--- src/rtl/serial_tx_fifo.sv ---
// Serial transmitter with a WIDTH-bit word FIFO. A word pushed into an empty, idle block goes out starting at the next sclk negedge.
// load_ready drops while the FIFO is full. The chip-select frame lasts WIDTH clocks and is followed by at least GAP low clocks.
module serial_tx_fifo #(
  parameter int WIDTH     = 32,
  parameter int DEPTH     = 4,
  parameter int MSB_FIRST = 1,
  parameter int GAP       = 1
) (
  input  logic                         sclk,
  input  logic                         rst_n,
  input  logic                         load_data,
  input  logic [WIDTH-1:0]             data_in,
  output logic                         load_ready,
  output logic                         data_enable,
  output logic                         sdo,
  output logic                         tran_done,
  output logic                         busy,
  output logic [$clog2(DEPTH+1)-1:0]   fifo_count
);

  localparam int AW = $clog2(DEPTH);
  localparam int CW = $clog2(DEPTH+1);
  localparam int BW = $clog2(WIDTH+1);
  localparam int GW = $clog2(GAP+1);

  localparam logic [1:0] S_IDLE = 2'd0;
  localparam logic [1:0] S_TRAN = 2'd1;
  localparam logic [1:0] S_GAP  = 2'd2;

  logic [1:0]       state;
  logic [WIDTH-1:0] mem [DEPTH];
  logic [AW-1:0]    wr_ptr;
  logic [AW-1:0]    rd_ptr;
  logic [WIDTH-1:0] shift_reg;
  logic [BW-1:0]    bit_cnt;
  logic [GW-1:0]    gap_cnt;
  logic             push;
  logic             pop;
  logic [WIDTH-1:0] head;
  logic [WIDTH-1:0] head_sh;
  logic [WIDTH-1:0] sr_sh;
  logic             first_bit;
  logic             next_bit;

  assign load_ready = (fifo_count != CW'(DEPTH));
  assign push       = load_data && load_ready;
  assign pop        = (state == S_IDLE) && (fifo_count != '0);
  assign busy       = (state != S_IDLE) || (fifo_count != '0);
  assign head       = mem[rd_ptr];

  // Bit order only changes which end of the word leaves first and the shift direction.
  always_comb begin
    first_bit = head[0];
    head_sh   = {1'b0, head[WIDTH-1:1]};
    next_bit  = shift_reg[0];
    sr_sh     = {1'b0, shift_reg[WIDTH-1:1]};
    if (MSB_FIRST != 0) begin
      first_bit = head[WIDTH-1];
      head_sh   = {head[WIDTH-2:0], 1'b0};
      next_bit  = shift_reg[WIDTH-1];
      sr_sh     = {shift_reg[WIDTH-2:0], 1'b0};
    end
  end

  always_ff @(negedge sclk) begin
    if (push) begin
      mem[wr_ptr] <= data_in;
    end
  end

  always_ff @(negedge sclk or negedge rst_n) begin
    if (!rst_n) begin
      wr_ptr     <= '0;
      rd_ptr     <= '0;
      fifo_count <= '0;
    end else begin
      if (push) begin
        wr_ptr <= wr_ptr + 1'b1;
      end
      if (pop) begin
        rd_ptr <= rd_ptr + 1'b1;
      end
      case ({push, pop})
        2'b10:   fifo_count <= fifo_count + 1'b1;
        2'b01:   fifo_count <= fifo_count - 1'b1;
        default: fifo_count <= fifo_count;
      endcase
    end
  end

  always_ff @(negedge sclk or negedge rst_n) begin
    if (!rst_n) begin
      state       <= S_IDLE;
      shift_reg   <= '0;
      bit_cnt     <= '0;
      gap_cnt     <= '0;
      sdo         <= 1'b0;
      data_enable <= 1'b0;
      tran_done   <= 1'b0;
    end else begin
      tran_done <= 1'b0;
      case (state)
        S_IDLE: begin
          if (pop) begin
            shift_reg   <= head_sh;
            sdo         <= first_bit;
            data_enable <= 1'b1;
            bit_cnt     <= BW'(1);
            state       <= S_TRAN;
          end else begin
            sdo         <= 1'b0;
            data_enable <= 1'b0;
          end
        end
        S_TRAN: begin
          // bit_cnt already equals WIDTH once the last bit is on sdo; this edge ends the frame.
          if (bit_cnt == BW'(WIDTH)) begin
            data_enable <= 1'b0;
            sdo         <= 1'b0;
            tran_done   <= 1'b1;
            gap_cnt     <= GW'(1);
            bit_cnt     <= '0;
            state       <= (GAP > 1) ? S_GAP : S_IDLE;
          end else begin
            sdo       <= next_bit;
            shift_reg <= sr_sh;
            bit_cnt   <= bit_cnt + 1'b1;
          end
        end
        S_GAP: begin
          data_enable <= 1'b0;
          sdo         <= 1'b0;
          if (gap_cnt == GW'(GAP-1)) begin
            gap_cnt <= '0;
            state   <= S_IDLE;
          end else begin
            gap_cnt <= gap_cnt + 1'b1;
          end
        end
        default: begin
          data_enable <= 1'b0;
          sdo         <= 1'b0;
          state       <= S_IDLE;
        end
      endcase
    end
  end

endmodule

--- config.mk ---
export PLATFORM = sky130hd
export DESIGN_NAME = serial_tx_fifo
export DESIGN_NICKNAME = d
export VERILOG_FILES = /design/src/rtl/serial_tx_fifo.sv
export SDC_FILE = /design/constraint.sdc
export NUM_CORES = 1
export LEC_CHECK = 0
export ABC_AREA = 0
export CAP_MARGIN = 30
export CORE_ASPECT_RATIO = 1.25
export CORE_MARGIN = 8
export CORE_UTILIZATION = 36
export DETAILED_ROUTE_END_ITERATION = 10
export PLACE_DENSITY = 0.55
export SLEW_MARGIN = 25
export SYNTH_ARGS = -nofsm -noshare
export SYNTH_HDL_FRONTEND = slang
export SYNTH_SLANG_ARGS = --single-unit
--- constraint.sdc ---
create_clock -name sclk -period 5.6 [get_ports sclk]
set_input_delay 1.12 -clock sclk [delete_from_list [all_inputs] [get_ports sclk]]
set_output_delay 1.12 -clock sclk [all_outputs]
set_load 0.05 [all_outputs]
==> results_dict.tcl <==
set metrics [dict create \
    seq_area_sq_mm 0.00504 \
    portBuffers 42 \
    worstReg2RegEnd "fifo_count[2]$_DFFE_NN0P_" \
    whs_ns 0.434 \
    instances_no_fill 907 \
    status "finished clean" \
    synth-async-reset-ratio_pct 27.3 \
    drt_iter0_drc 239 \
    synth-seq-area-share_pct 70.3 \
    top_level_ports 43 \
    cts_buffer_depth 2 \
    ys.warnings.count 0 \
    cts_root_buf "clkbuf_16" \
    cpMaxStageDelayCell "clkdlybuf4s50_1" \
    critPathTopFamily "buffers and inverters" \
    vias 4435 \
    syn_to_final_growth_pct 25.0 \
    drc 0 \
    synth_area_leaders "edfxtp_1, dfrtn_1, mux2_2" \
    r2r_start "fifo_count[2]$_DFFE_NN0P_" \
    routabilityCongestion 0.729 \
    syn_avg_cell_area_sq_um 15.7 \
    synth_flop_cell "edfxtp_1" \
    grt_util_all_layers_pct 12.7 \
    crit_arrival_ns 4.41 \
    critPathRequiredTime_ns 4.48 \
    cts_tree "yes" \
    use_met2_pct 22.2 \
    row_count 57 \
    yosysTopAreaCell "edfxtp_1" \
    grt_use_met1_pct 14.2 \
    synthSimpleGateAreaFrac_pct 4.99 \
    tightest_slew_ns 0.801 \
    finClkSkew_ns 0.0582 \
    max-slew-margin-rel_pct 46.6 \
    hold_class "flip-flop to flip-flop" \
    setup_viol 0 \
    grt_pass1_wl_mm 23.9 \
    clock_latency_ns 0.46 \
    cts_buffers 17 \
    drv_cap 0 \
    hold_viol_final 0 \
    gr-total-overflow 0 \
    synthCells 456 \
    grt.met3_usage_pct 3.11 \
    whs_path_depth 1 \
    ys_seq_elements 176 \
    slew_viol_final 0 \
    largest_reg_flops 128 \
    synth_edf_count 128 \
    cts.sinks 176 \
    final_layout_size_suffix_gt1_share_pct 15.1 \
    multi_input_area_sq_mm 0.00182 \
    fillerInstances 1722 \
    dpl.cell_count 747 \
    synth_compound_area_share_pct 12.1 \
    synthAdderAreaFrac_pct 1.50 \
    die_area_sq_mm 0.0247 \
    critical_path_class "flip-flop to output port" \
    dp.final_hpwl_mm 8.31 \
    end_kind "output port" \
    ys_types 46 \
    worst_r2r_path_depth 9 \
    first_pass_iters 4 \
    drt-total-wl_mm 15.1 \
    synth-xor-area-share_pct 0.977 \
    synth_top_family_by_area "compound AO/OA/AOI/OAI gates" \
    syn-cell-area_sq_mm 0.00717 \
    dieWidth_um 142 \
    grt_pass1_vias 4643 \
    crit_cells 1 \
    grt_busiest_layer "met2" \
    die_y_um 174 \
    path_cells "clkdlybuf4s50_1" \
    grt_start_max_net_pins 57 \
    hold_start "data_enable$_DFFE_NN0P_" \
    final_nets 672 \
    htreeDepth 4 \
    synth_nets 499 \
    cp-start-kind "flip-flop" \
    cp_max_fo 2 \
    peakVddDrop_v 0.000237 \
    cpPeakStageDelay_ns 0.80 \
    min_to "data_enable$_DFFE_NN0P_" \
    antenna_found_initial 0 \
    rrSetupSlack_ns 3.29 \
    ant_nets 0 \
    vias_per_cell 4.89 \
    synth_top_area_share_pct 53.6 \
    rsz0062_at_grt "false" \
    synth.most_common_cell "edfxtp_1" \
    powerDensity_mw_per_mm2 470 \
    clkTransAtPathRegs_ns 0.05 \
    synth.area.mux_share_pct 5.69 \
    wl_per_cell_um 16.6 \
    tns_ns 0 \
    antennaDiodeCount 0 \
    core_area_sq_mm 0.0195 \
    p_leak_nw 3.59 \
    synthTopCellsByCount "edfxtp_1, dfrtn_1, inv_1" \
    crit_buf_inv 1 \
    start_util_pct 36.8 \
]
-- metrics by stage --
stage	area [sq um]	worst slack, ns	total power (W)	util [%]
6_report	8960	0.0653	0.00422	46.0
5_1_grt	8960	0.0158	0.00448	46.0
4_1_cts	8960	0.0343	0.00426	46.0
3_5_place_dp	7950	-0.0555	0.00296	40.8
3_3_place_gp	7930	-0.0260	0.00292	40.7
2_1_floorplan	7170	0.269	0.00265	-
-- how the worst max path moves through the flow --
stage / startpoint / end
2_1_floorplan: fifo_count[0]$_DFFE_NN0P_ / busy
3_3_place_gp: load_data / fifo_count[2]$_DFFE_NN0P_
3_5_place_dp: load_data / fifo_count[2]$_DFFE_NN0P_
4_1_cts: data_enable$_DFFE_NN0P_ / data_enable
5_1_grt: data_enable$_DFFE_NN0P_ / data_enable
6_report: data_enable$_DFFE_NN0P_ / data_enable
-- layout make-up --
cell class              count  share of cell area [%]
repair buffers             57                    6.73
clock buffers              19                    4.83
flip-flops and latches    176                    56.3
inverters                  41                    1.72
clock inverters           141                    6.49
well taps                 265                    3.70
multi-input cells         208                    20.3
-- cells in the final DEF (no fill, tap or decap), types with 3 or more instances in the layout --
| cell | n |
|---|---|
| clkinv_4 | 4 |
| mux2_2 | 30 |
| and3_2 | 4 |
| clkdlybuf4s50_1 | 36 |
| o221ai_1 | 30 |
| inv_1 | 168 |
| o21ai_0 | 3 |
| o32ai_1 | 29 |
| clkinv_2 | 3 |
| ha_1 | 7 |
| clkbuf_16 | 17 |
| xor2_1 | 6 |
| nor2b_1 | 30 |
| nand2_1 | 4 |
| nand3_1 | 3 |
| dfrtn_1 | 48 |
| buf_4 | 13 |
| buf_12 | 7 |
| edfxtp_1 | 128 |
| clkinvlp_4 | 3 |
| a211oi_1 | 30 |
-- logic make-up (layout without fill, tap and decap cells) --
group                    after synthesis  after routing
multiplexers                          34             34
XOR/XNOR                               8              8
adder cells (fa/ha/maj)                8              8
AO/OA/AOI/OAI                        105            105
AND/OR/NAND/NOR                       53             53
buffers and inverters                 72            258
flip-flops                           176            176
-- per-layer routing --
metal / vias up / wire length [um]
met5: - / 0
met4: 0 / 260
met3: 16 / 549
met2: 69 / 7830
met1: 2233 / 6420
li1: 2117 / -
-- power by group --
group / total (W) / internal, W / leakage (nW) / switching [W]
combinational: 0.000904 / 0.000396 / 0.883 / 0.000508
clock: 0.00141 / 0.000693 / 0.937 / 0.000719
sequential: 0.00190 / 0.00175 / 1.77 / 0.000149
total: 0.00422 / 0.00284 / 3.59 / 0.00138
-- repair_timing --
action | in CTS | in global routing
setup endpoints to repair | 1 | 0
hold buffers | 0 | 0
buffers inserted | 1 | 0
gates resized for setup | 0 | 0
Power figures use the tool's default switching activity.
